### src/rtl/rr_stream_pkg.sv
// Shared types and helpers for the round-robin packet-locked stream arbiter.
package rr_stream_pkg;

    typedef enum logic {
        ST_IDLE = 1'b0,
        ST_BUSY = 1'b1
    } state_t;

    // Index width that stays at least one bit wide for a single requester.
    function automatic int id_width(input int n);
        return (n > 1) ? $clog2(n) : 1;
    endfunction

endpackage

### src/rtl/rr_priority_pick.sv
// Rotated priority encoder: first set request at or after ptr, wrapping modulo NUM_REQ.
module rr_priority_pick
    import rr_stream_pkg::*;
#(
    parameter int NUM_REQ = 4,
    localparam int IDW    = id_width(NUM_REQ)
) (
    input  logic [NUM_REQ-1:0] req,
    input  logic [IDW-1:0]     ptr,
    output logic [IDW-1:0]     idx,
    output logic               any
);

    logic [IDW-1:0]       w_base;
    logic [2*NUM_REQ-1:0] w_req_dbl;
    logic [NUM_REQ-1:0]   w_rot;
    int                   w_off;
    int                   w_sum;

    // Doubling the vector lets a plain shift express the wrap for any NUM_REQ.
    assign w_base    = (int'(ptr) < NUM_REQ) ? ptr : '0;
    assign w_req_dbl = {req, req};
    assign w_rot     = NUM_REQ'(w_req_dbl >> w_base);

    always_comb begin
        any   = 1'b0;
        w_off = 0;
        for (int k = 0; k < NUM_REQ; k++) begin
            if (!any && w_rot[k]) begin
                any   = 1'b1;
                w_off = k;
            end
        end
        w_sum = int'(w_base) + w_off;
        if (w_sum >= NUM_REQ) begin
            w_sum = w_sum - NUM_REQ;
        end
        idx = IDW'(w_sum);
    end

endmodule

### src/rtl/rr_stream_arbiter.sv
// Round-robin arbiter sharing one valid/ready stream; grants are held for a whole packet
// and the output is a registered forward stage.
//
// state   | meaning
// --------+------------------------------------------------------------
// ST_IDLE | no grant; all RxRdy low; pick next winner from ptr onward
// ST_BUSY | grant held; RxRdy[grant] follows output stage space until last beat
module rr_stream_arbiter
    import rr_stream_pkg::*;
#(
    parameter int  NUM_REQ  = 4,
    parameter int  BITWIDTH = 8,
    localparam int IDW      = id_width(NUM_REQ)
) (
    input  logic                        clki,
    input  logic                        rst_n,
    input  logic [NUM_REQ-1:0]          RxVld,
    input  logic [NUM_REQ*BITWIDTH-1:0] RxData,
    input  logic [NUM_REQ-1:0]          RxLast,
    output logic [NUM_REQ-1:0]          RxRdy,
    output logic                        TxVld,
    output logic [BITWIDTH-1:0]         TxData,
    output logic                        TxLast,
    output logic [IDW-1:0]              TxId,
    input  logic                        TxRdy
);

    state_t              r_state;
    state_t              w_state_nxt;
    logic [IDW-1:0]      r_ptr;
    logic [IDW-1:0]      r_grant;
    logic [IDW-1:0]      w_pick_idx;
    logic [IDW-1:0]      w_ptr_nxt;
    logic                w_pick_any;
    logic                w_sel_vld;
    logic                w_sel_last;
    logic [BITWIDTH-1:0] w_sel_data;
    logic                w_grant_rdy;
    logic                w_accept;
    logic                w_load_grant;
    logic                w_release;

    rr_priority_pick #(
        .NUM_REQ (NUM_REQ)
    ) u_pick (
        .req (RxVld),
        .ptr (r_ptr),
        .idx (w_pick_idx),
        .any (w_pick_any)
    );

    always_comb begin
        w_sel_vld  = 1'b0;
        w_sel_last = 1'b0;
        w_sel_data = '0;
        for (int i = 0; i < NUM_REQ; i++) begin
            if (r_grant == IDW'(i)) begin
                w_sel_vld  = RxVld[i];
                w_sel_last = RxLast[i];
                w_sel_data = RxData[i*BITWIDTH +: BITWIDTH];
            end
        end
    end

    // Space in the output stage: empty, or draining this cycle.
    assign w_grant_rdy = ~TxVld | TxRdy;
    assign w_ptr_nxt   = (r_grant == IDW'(NUM_REQ - 1)) ? '0 : r_grant + IDW'(1);

    always_ff @(posedge clki or negedge rst_n) begin
        if (!rst_n) begin
            r_state <= ST_IDLE;
        end else begin
            r_state <= w_state_nxt;
        end
    end

    always_comb begin
        w_state_nxt  = r_state;
        w_load_grant = 1'b0;
        w_release    = 1'b0;
        w_accept     = 1'b0;
        RxRdy        = '0;
        case (r_state)
            ST_IDLE: begin
                if (w_pick_any) begin
                    w_load_grant = 1'b1;
                    w_state_nxt  = ST_BUSY;
                end
            end
            ST_BUSY: begin
                for (int i = 0; i < NUM_REQ; i++) begin
                    RxRdy[i] = (r_grant == IDW'(i)) & w_grant_rdy;
                end
                w_accept = w_sel_vld & w_grant_rdy;
                if (w_accept && w_sel_last) begin
                    w_release   = 1'b1;
                    w_state_nxt = ST_IDLE;
                end
            end
            default: begin
                w_state_nxt = ST_IDLE;
            end
        endcase
    end

    always_ff @(posedge clki or negedge rst_n) begin
        if (!rst_n) begin
            r_grant <= '0;
            r_ptr   <= '0;
        end else begin
            if (w_load_grant) begin
                r_grant <= w_pick_idx;
            end
            if (w_release) begin
                r_ptr <= w_ptr_nxt;
            end
        end
    end

    always_ff @(posedge clki or negedge rst_n) begin
        if (!rst_n) begin
            TxVld  <= 1'b0;
            TxData <= '0;
            TxLast <= 1'b0;
            TxId   <= '0;
        end else if (w_accept) begin
            TxVld  <= 1'b1;
            TxData <= w_sel_data;
            TxLast <= w_sel_last;
            TxId   <= r_grant;
        end else if (TxRdy) begin
            TxVld  <= 1'b0;
        end
    end

endmodule

### config.mk
export PLATFORM = sky130hd
export DESIGN_NAME = rr_stream_arbiter
export DESIGN_NICKNAME = d
export VERILOG_FILES = /design/src/rtl/rr_stream_pkg.sv /design/src/rtl/rr_priority_pick.sv /design/src/rtl/rr_stream_arbiter.sv
export SDC_FILE = /design/constraint.sdc
export NUM_CORES = 1
export LEC_CHECK = 0
export BUFFER_PORTS_ARGS = -buffer_cell sky130_fd_sc_hd__buf_2
export CAP_MARGIN = 20
export CORE_UTILIZATION = 38
export CTS_BUF_LIST = sky130_fd_sc_hd__clkbuf_8
export DETAILED_ROUTE_END_ITERATION = 10
export PLACE_DENSITY = 0.76
export SLEW_MARGIN = 25
export SYNTH_ARGS = -nofsm -noshare
export SYNTH_HDL_FRONTEND = slang
export SYNTH_SLANG_ARGS = --single-unit
### constraint.sdc
create_clock -name clki -period 2.1 [get_ports clki]
set_clock_uncertainty 0.2 [all_clocks]
set_input_delay 0.525 -clock clki [delete_from_list [all_inputs] [get_ports clki]]
set_output_delay 0.525 -clock clki [all_outputs]
set_load 0.01 [all_outputs]
==> metrics.txt, run 1 <==
area leader, netlist=dfrtp_1; flop and latch count out of synthesis=17; post-synth cell types=36; M1 GR Usage=0.272; Mapped Area=1200 sq um; Reg2Reg Depth=7; total track usage=0.237; Pwr Density=1620 nW/um^2; Final nets=249; CTS root buf=clkbuf_8; Routed WL=3970 um; share of flip-flops with an asynchronous set or reset=1.00; Worst setup EP type=output pin; WP data required=1.37 ns; Worst VDD drop=787 uV; Clock H-tree levels=1; hold_ws=-0.0225 ns; Yosys warning count=0; I/O Buffers=58; filler cell count=233; Num CTS Buffers=3; Final period util=1.03; synth top area cells=dfrtp_1, mux2_2, ha_1, a221oi_1, o31ai_1; first-pass GRT wire length=6060 um; worst path bufs/invs=3; flop2flop setup slack=-0.04 ns; most crowded layer after global routing=met2; CTS tree=built; clock sink count=17; Reg-to-Reg End=r_ptr[1]; FP Rows=19; layout cell share with drive strength beyond 1=0.530; internal cell power=1.74 mW; Seq pwr share=0.213; Critical Path Fanout Max=4; switching fraction of total power=0.403; Synth Instances=126; min-delay worst type=input pin to asynchronous set/reset pin; Max Buffers Root-to-Sink=2; grt met3 use=0.0580; Ports=59; combinational share of power=0.703; fin worst setup slack=-0.0574 ns; result of the run=finished, violations left; final estimated routing congestion in global placement=0.868; largest net degree at the start of global routing=18; # diodes=0; syn avg cell area=9.49 sq um; setup_tns=-0.370 ns; Core Region=2880 sq um; initial antenna violation count=0; via count=1,329; violated checks=hold timing, setup timing; Slew headroom=0.744; Post-synth EDFFs=0; post-layout min period=2.16 ns; Startpoint Class=register; Initial Utilization=0.416; CP delay by family, top=buffers and inverters; DRC=0; Worst setup startpoint=r_grant[1]; Mapped Nets=174; grt ovf=0; clock transition at the registers of the reported paths=0.07 ns; hpwl dp=2720 um; Routed Antenna Nets=0; MaxCap Viol Count=0; fmax=0.464 GHz; fin. max-slew vios=0; cell area after placement=1580 sq um; RR Startpoint=r_grant[1]; Finished Cell Area=1800 sq um; clock network power share=0.084; crit-path most repeated cell=buf_4; Routed WL per cell=16.4 um; crit path max-delay cell type=dfrtp_1; CP peak stage delay=0.41 ns; clk_lat worst skew=0.26 ns; met2 Use GR=0.414; number of global-route vias before repair=1,348; commonest non-fill, non-tap cells in the layout=buf_2, dfrtp_1, buf_4; Seq/Total Area, Yosys=0.356; Yosys top cell area share=0.356; area grow syn2layout=50.7%; crit path cell chain=buf_4, ha_4, buf_4, and3_1, buf_2; Psw=1.17 mW; Crit Path Category=register to output pin; Pre-Repair DR Iteration Count=4; Synth Flop Type=dfrtp_1; die area=3380 sq um; Via density=5.49; Worst EP arrival=1.43 ns; CTS Hold Buffers Added=0; RSZ-0062 raised after global routing=true; Die X=58.1 um; Final Hold Vio Count=17; final setup vio count=13; final core utilization=0.627; most common library cell in the layout ignoring fill and taps=buf_2; Pleak=0.886 nW; worst slew pin tran=0.384 ns; 1st-iter DRT viols=57; die outline height=58.1 um
-- worst max path at each step --
stage,endpoint,slack (ns),cells past startpoint
after CTS,TxData[1],-0.03,7
after global routing,TxData[0],-0.08,7
after floorplan,TxData[0],0.05,7
after detailed placement,r_ptr[1],-0.12,7
final,RxRdy[2],-0.06,5
after global placement,r_ptr[1],-0.09,7
-- timing repair --
action / in CTS / in global routing
setup buffers: 5 / 4
endpoints found under the setup margin: 16 / 19
endpoints found under the hold margin: 0 / 0
pin swaps: 5 / 6
gates resized for setup: 9 / 15
cloned: 0 / 1
-- flip-flops by register name (all words and copies together), names as in the netlist --
signal,count
r_state,1
TxLast,1
r_ptr,2
TxData,8
r_grant,2
TxVld,1
TxId,2
-- power by group through the flow --
stage	registers (mW)	clock network, mW	logic, mW
after floorplan	0.640	0	1.01
after global placement	0.609	0	1.50
after detailed placement	0.619	0	1.56
after CTS	0.613	0.254	1.71
after global routing	0.640	0.271	2.19
final	0.621	0.246	2.05
-- layer usage --
layer / wire [um] / vias to the layer above
met5: 0 / -
met4: 159 / 0
met3: 263 / 23
met2: 1990 / 71
met1: 1560 / 620
li1: - / 615
-- synthesized netlist by cell type, drive strengths merged (2+ instances only) --
cell / number
nand2b: 4
clkbuf: 3
o21ai: 6
inv: 9
and3: 4
o221ai: 3
ha: 5
nand3b: 2
a21oi: 4
dfrtp: 17
mux2: 11
nor2b: 8
a221oi: 9
nand2: 12
buf: 4
o31ai: 7
nor2: 3
and2: 3
-- cell families (layout without fill, tap and decap cells) --
family | count (synthesis) | count (layout) | share of synthesized area
mux | 11 | 11 | 0.104
simple gates | 40 | 40 | 0.183
compound gates | 37 | 37 | 0.244
buf+inv | 16 | 90 | 0.0617
flops | 17 | 17 | 0.356
fa+ha+maj | 5 | 5 | 0.0523
-- per-stage QoR --
step / hold slack, ns / cells / setup WS, ns / total power [mW]
2_1_floorplan: 0.0294 / 126 / 0.0504 / 1.64
3_3_place_gp: 0.258 / 228 / -0.0866 / 2.11
3_5_place_dp: 0.279 / 228 / -0.124 / 2.18
4_1_cts: 0.00246 / 237 / -0.0276 / 2.58
5_1_grt: 0.0201 / 242 / -0.0817 / 3.10
6_report: -0.0225 / 242 / -0.0574 / 2.92
-- layout make-up --
type                            count  area, sq um  share of cell area
Tap cell                           42         52.6              0.0291
Clock inverter                      1         5.00             0.00278
Sequential cell                    17          428               0.237
Timing Repair Buffer               77          464               0.257
Clock buffer                        3         41.3              0.0229
Multi-Input combinational cell     93          776               0.430
Inverter                            9         36.3              0.0201
Note: power is estimated with default switching activity, not from simulation.
==> run 2, diff against run 1 <==
--- a/config.mk
+++ b/config.mk
@@ -10,8 +10,9 @@
 export CORE_UTILIZATION = 38
 export CTS_BUF_LIST = sky130_fd_sc_hd__clkbuf_8
 export DETAILED_ROUTE_END_ITERATION = 10
-export PLACE_DENSITY = 0.76
+export PLACE_DENSITY = 0.75
 export SLEW_MARGIN = 25
 export SYNTH_ARGS = -nofsm -noshare
 export SYNTH_HDL_FRONTEND = slang
+export SYNTH_HIERARCHICAL = 1
 export SYNTH_SLANG_ARGS = --single-unit
==> run 2 against run 1 <==
  * Worst setup slack better by 0.025 ns
  * Clock power is 2% lower
  * Critical endpoint is now TxData[4]
  * Largest power group unchanged
  * Sequential power is 3.9% higher
  * Critical path depth is 2 higher
  * Register-to-register slack hardly changed
  * The flow finishes with violations (setup timing)
  * Die area is 3.8% higher
  * Combinational power is 6% lower
==> metrics.txt, run 2 <==
Crit Path Category=register to register (was register to output pin); Largest register FFs=8 (unchanged); clk_lat worst skew=0.25 ns (was 0.26 ns); result of the run=finished, violations left (unchanged); commonest non-fill, non-tap cells in the layout=buf_2, buf_4, dfrtp_1 (was buf_2, dfrtp_1, buf_4); final estimated routing congestion in global placement=0.825 (was 0.868); Psw=1.11 mW (was 1.17 mW); Max Buffers Root-to-Sink=2 (unchanged); Seq/Total Area, Yosys=0.342 (was 0.356); Num CTS Buffers=3 (unchanged); Worst EP arrival=2.07 ns (was 1.43 ns); Post-synth EDFFs=0 (unchanged); post-layout min period=2.13 ns (was 2.16 ns); overall power=2.82 mW (was 2.92 mW); DRC=0 (unchanged); Mapped Area=1240 sq um (was 1200 sq um); combinational share of power=0.685 (was 0.703); largest net degree at the start of global routing=18 (unchanged); flop and latch count out of synthesis=17 (unchanged); via count=1,299 (was 1,329); die area=3510 sq um (was 3380 sq um); top cells by count, synth=dfrtp_1, nand2_1, mux2_2 (unchanged); Pwr Density=1510 nW/um^2 (was 1620 nW/um^2); Pleak=0.892 nW (was 0.886 nW); most frequent cell after synthesis=dfrtp_1 (unchanged); first-pass GRT wire length=5260 um (was 6060 um); clock sink count=17 (unchanged); violated checks=setup timing (was hold timing, setup timing); switching fraction of total power=0.395 (was 0.403); most common library cell in the layout ignoring fill and taps=buf_2 (unchanged); total track usage=0.201 (was 0.237); FP Rows=20 (was 19); # diodes=0 (unchanged); 1st-iter DRT viols=47 (was 57); layout cell share with drive strength beyond 1=0.519 (was 0.530); I/O Buffers=58 (unchanged); Critical Path Fanout Max=9 (was 4); Synth Flop Type=dfrtp_1 (unchanged); Final nets=259 (was 249); Pre-Repair DR Iteration Count=4 (unchanged); final setup vio count=8 (was 13); RSZ-0062 raised after global routing=true (unchanged); MaxCap Viol Count=0 (unchanged); share of flip-flops with an asynchronous set or reset=1.00 (unchanged); Ports=59 (unchanged); area grow syn2layout=50.1% (was 50.7%); Startpoint Class=register (unchanged); clock network power share=0.086 (was 0.084); CTS tree=built (unchanged); Mapped Nets=180 (was 174); Reg with most FFs=TxData (unchanged); internal cell power=1.70 mW (was 1.74 mW); initial antenna violation count=0 (unchanged); hold_ws=0.308 ns (was -0.0225 ns); Worst VDD drop=565 uV (was 787 uV); Yosys warning count=6 (was 0); worst slew pin tran=0.380 ns (was 0.384 ns); hpwl dp=2550 um (was 2720 um); CTS root buf=clkbuf_8 (unchanged); clock transition at the registers of the reported paths=0.07 ns (about the same); grt ovf=0 (unchanged); Routed Antenna Nets=0 (unchanged); Final period util=1.02 (was 1.03); Initial Utilization=0.404 (was 0.416); area leader, netlist=dfrtp_1 (unchanged); Cells after DPL=242 (was 228); synth top area cells=dfrtp_1, mux2_2, ha_1, a221oi_1, nor2b_1 (was dfrtp_1, mux2_2, ha_1, a221oi_1, o31ai_1); fin. max-slew vios=0 (unchanged); post-synth cell types=38 (was 36); Core Region=3080 sq um (was 2880 sq um); Synth Instances=132 (was 126); syn avg cell area=9.42 sq um (was 9.49 sq um); Yosys top cell area share=0.342 (was 0.356); Non-Filler Instances=254 (was 242); number of global-route vias before repair=1,169 (was 1,348); Routed WL=3530 um (was 3970 um); Routed WL per cell=13.9 um (was 16.4 um); Slew headroom=0.747 (was 0.744); Die X=59.2 um (was 58.1 um); min-delay worst type=register to register (was input pin to asynchronous set/reset pin); die outline height=59.2 um (was 58.1 um); WP data required=2.04 ns (was 1.37 ns); fin worst setup slack=-0.0323 ns (was -0.0574 ns); Worst setup EP type=register (was output pin); fmax=0.469 GHz (was 0.464 GHz); Seq pwr share=0.229 (was 0.213); Via density=5.11 (was 5.49); Final Hold Vio Count=0 (was 17); Clock H-tree levels=1 (unchanged)
## run 2: cell types whose count changed in the layout (fill, tap and decap cells not counted), sizes merged, moves of 2 or more
cell | previous run | this run
nand2 | 12 | 14
o221ai | 3 | 1
inv | 9 | 7
o22a | 0 | 2
nor3 | 0 | 2
buf | 75 | 81
xnor2 | 0 | 2
clkbuf | 5 | 3
## run 2: cells by family (layout without fill, tap and decap cells)
group	Yosys count	after routing	synth area share
AND/OR/NAND/NOR	43	43	0.183
XOR/XNOR	2	2	0.0141
multiplexers	12	12	0.108
AO/OA/AOI/OAI	38	38	0.243
buffers and inverters	15	93	0.0594
flip-flops	17	17	0.342
adder cells (fa/ha/maj)	5	5	0.0503
## run 2: final timing paths
path / end / from / depth (start not counted) / slack, ns
worst max-delay path: TxData[4] / r_grant[0] / 7 / -0.03
worst min-delay path: TxId[1] / TxId[1] / 1 / 0.31
worst max register to register: TxData[4] / r_grant[0] / 7 / -0.03
worst min register to register: TxId[1] / TxId[1] / 1 / 0.31
max in group asynchronous: r_grant[1] / rst_n / 2 / 0.88
min in group asynchronous: TxData[6] / rst_n / 2 / 0.52
## run 2: power by group through the flow
stage | registers [mW] | logic, mW | clock network [mW]
floorplan | 0.647 | 1.02 | 0
global placement | 0.626 | 1.64 | 0
detailed placement | 0.629 | 1.66 | 0
CTS | 0.632 | 1.75 | 0.250
global route | 0.667 | 2.08 | 0.269
finish | 0.645 | 1.93 | 0.242
## run 2: stage by stage
stage,util,setup TNS (ns),worst slack (ns),area (sq um)
after floorplan,-,0,0.0176,1240
after global placement,0.544,0,0.0282,1670
after detailed placement,0.544,-0.412,-0.0558,1670
after CTS,0.580,-0.0573,-0.0157,1790
after global routing,0.607,-0.984,-0.0918,1870
final,0.607,-0.217,-0.0323,1870
## run 2: layout make-up
class	count	area, sq um
fill	276	1210
multi-input combinational	100	807
timing repair buffer	82	503
sequential	17	427
tap	44	55.1
clock buffer	3	41.3
inverter	7	28.8
clock inverter	1	5.00
## run 2: critical path, stage by stage, from the launching register on
cell and delay [ns]:
dfrtp_1 0.41, buf_6 0.13, ha_4 0.17, nand3b_1 0.19
a221oi_2 0.27, o21a_1 0.19, buf_12 0.13, mux2_2 0.33
## run 2: repair_timing
action / 4_1_cts / 5_1_grt
setup buffers: 1 / 6
setup endpoints to repair: 14 / 18
gates resized for setup: 11 / 8
endpoints found under the hold margin: 17 / 0
pin swaps: 0 / 1
hold buffers: 1 / 0
## run 2: routing by layer
| layer | GRT usage | routed length (um) |
|---|---|---|
| met1 | 0.269 | 1620 |
| met4 | 0.0952 | 101 |
| met3 | 0.0262 | 116 |
| met5 | 0 | 0 |
| met2 | 0.321 | 1690 |
==> run 3, diff against run 2 <==
--- a/config.mk
+++ b/config.mk
@@ -8,7 +8,6 @@
 export BUFFER_PORTS_ARGS = -buffer_cell sky130_fd_sc_hd__buf_2
 export CAP_MARGIN = 20
 export CORE_UTILIZATION = 38
-export CTS_BUF_LIST = sky130_fd_sc_hd__clkbuf_8
 export DETAILED_ROUTE_END_ITERATION = 10
 export PLACE_DENSITY = 0.75
 export SLEW_MARGIN = 25
==> run 3 against run 2 <==
  * The run still ends with setup timing left
  * Maximum frequency shrank 1.0%
  * Via count fell by 0.69%
  * Design area is 2.4% higher
  * Global-route usage is 0.19 points lower
  * Non-clock buffer count grew 2
  * Worst setup slack worse by 0.022 ns
  * Cell count grew 0.79%
  * Sequential power fell by 0.8%
  * Clock-buffer cell count stayed put
  * Die area stayed put
  * Worst hold slack improved by 0.0086 ns
==> metrics.txt, run 3 (same netlist as run 2, synthesis figures left out) <==
result of the run=finished, violations left (unchanged); violated checks=setup timing (unchanged); total track usage=0.199 (was 0.201); initial antenna violation count=0 (unchanged); grt met3 use=0.0175 (was 0.0262); hpwl dp=2550 um (unchanged); 1st-iter DRT viols=46 (was 47); Worst EP arrival=1.43 ns (was 2.07 ns); min-delay worst type=register to register (unchanged); Clock H-tree levels=1 (unchanged); filler cell count=278 (was 276); # diodes=0 (unchanged); Via density=5.04 (was 5.11); FP Rows=20 (unchanged); Die X=59.2 um (unchanged); Largest register FFs=8 (unchanged); clock transition at the registers of the reported paths=0.10 ns (was 0.07 ns); layout cell share with drive strength beyond 1=0.528 (was 0.519); hold depth=1 (unchanged); number of global-route vias before repair=1,162 (was 1,169); Final period util=1.03 (was 1.02); Final nets=261 (was 259); cell area after placement=1670 sq um (unchanged); Ports=59 (unchanged); largest net degree at the start of global routing=18 (unchanged); Slew headroom=0.746 (was 0.747); fin. max-slew vios=0 (unchanged); Reg2Reg Depth=7 (unchanged); most common library cell in the layout ignoring fill and taps=buf_2 (unchanged); Worst VDD drop=649 uV (was 565 uV); M1 GR Usage=0.270 (was 0.269); crit path max-delay cell type=dfrtp_1 (unchanged); Reg with most FFs=TxData (unchanged); die outline height=59.2 um (unchanged); met2 Use GR=0.316 (was 0.321); dpl ws=-0.0558 ns (unchanged); worst slew pin tran=0.378 ns (was 0.380 ns); MaxCap Viol Count=0 (unchanged); DRC=0 (unchanged); CTS root buf=clkbuf_4 (was clkbuf_8); WP data required=1.37 ns (was 2.04 ns); I/O Buffers=58 (unchanged); grt ovf=0 (unchanged); fmax=0.464 GHz (was 0.469 GHz); Finished Cell Area=1910 sq um (was 1870 sq um); Startpoint Class=register (unchanged); fin worst setup slack=-0.0540 ns (was -0.0323 ns); commonest non-fill, non-tap cells in the layout=buf_2, buf_4, dfrtp_1 (unchanged); clock sink count=17 (unchanged); Routed Antenna Nets=0 (unchanged); Crit Path Category=register to output pin (was register to register); crit path cell chain=buf_4, ha_4, buf_6, and3_1, buf_2 (was buf_6, ha_4, nand3b_1, a221oi_2, o21a_1, buf_12, mux2_2); overall power=2.95 mW (was 2.82 mW); via count=1,290 (was 1,299); clk_lat worst skew=0.29 ns (was 0.25 ns); CP peak stage delay=0.42 ns (was 0.41 ns); Pleak=0.927 nW (was 0.892 nW); most crowded layer after global routing=met2 (unchanged); die area=3510 sq um (unchanged); final setup vio count=11 (was 8); Initial Utilization=0.404 (unchanged); RSZ-0062 raised after global routing=true (unchanged); Final Hold Vio Count=0 (unchanged); Critical Path Fanout Max=6 (was 9); Worst setup EP type=output pin (was register); first-pass GRT wire length=5200 um (was 5260 um); Routed WL per cell=13.4 um (was 13.9 um); Core Region=3080 sq um (unchanged); CTS tree=built (unchanged); Num CTS Buffers=3 (unchanged); Max Buffers Root-to-Sink=2 (unchanged); Routed WL=3430 um (was 3530 um); final estimated routing congestion in global placement=0.825 (unchanged); post-layout min period=2.15 ns (was 2.13 ns); area grow syn2layout=53.7% (was 50.1%); Pwr Density=1550 nW/um^2 (was 1510 nW/um^2); Pre-Repair DR Iteration Count=4 (unchanged)
==> run 3: changes by cell type in the layout (fill, tap and decap cells not counted), moves of 3 or more <==
cell	delta
clkbuf_4	+3
clkbuf_8	-3
mux2_2	-7
mux2_4	+7
==> run 3: report_power, final <==
part           internal, mW  total [mW]  switching (mW)
Combinational          1.23        2.14           0.914
Sequential            0.494       0.640           0.146
Clock                0.0708       0.174           0.103
Total                  1.79        2.95            1.16
==> run 3: layout make-up <==
cell class                 instances  area, sq um  share of cell area
clock buffer                       3         22.5              0.0118
sequential                        17          427               0.223
inverter                           7         28.8              0.0151
clock inverter                     1         5.00             0.00262
multi-input combinational        100          845               0.442
timing repair buffer              84          529               0.277
tap                               44         55.1              0.0288
==> run 3: per-layer routing <==
layer	up-vias	wire length, um
li1	651	-
met1	596	1680
met2	37	1580
met3	6	118
met4	0	52
met5	-	0
==> run 3: critical path, delay by kind of cell (launching register included) <==
kind / cells / cell delay, ns
adder cells (fa/ha/maj): 1 / 0.18
AND/OR/NAND/NOR: 1 / 0.13
buffers and inverters: 3 / 0.42
flip-flops: 1 / 0.42
==> run 3: path summary, 6_finish.rpt <==
kind,startpoint,endpoint,slack (ns)
hold reg to reg,TxId[1],TxId[1],0.32
hold / removal,TxId[1],TxId[1],0.32
setup reg to reg,r_grant[1],TxData[2],-0.05
min in group asynchronous,rst_n,TxData[6],0.47
setup / recovery,r_grant[1],RxRdy[2],-0.05
max in group asynchronous,rst_n,r_grant[0],0.94
==> run 3: timing repair <==
| action | 4_1_cts | 5_1_grt |
|---|---|---|
| pin swaps | 2 | 2 |
| resized for setup | 12 | 15 |
| setup endpoints to repair | 15 | 15 |
| endpoints found under the hold margin | 17 | 0 |
| cloned | 0 | 1 |
| buffers inserted | 2 | 6 |
| hold buffers | 1 | 0 |
==> run 3: stage by stage <==
stage	hold WS [ns]	cells	TNS, ns	utilization
2_1_floorplan	0.0294	132	0	-
3_3_place_gp	0.260	242	0	0.544
3_5_place_dp	0.266	242	-0.412	0.544
4_1_cts	0.319	249	-0.0577	0.580
5_1_grt	0.346	256	-1.40	0.621
6_report	0.317	256	-0.325	0.621
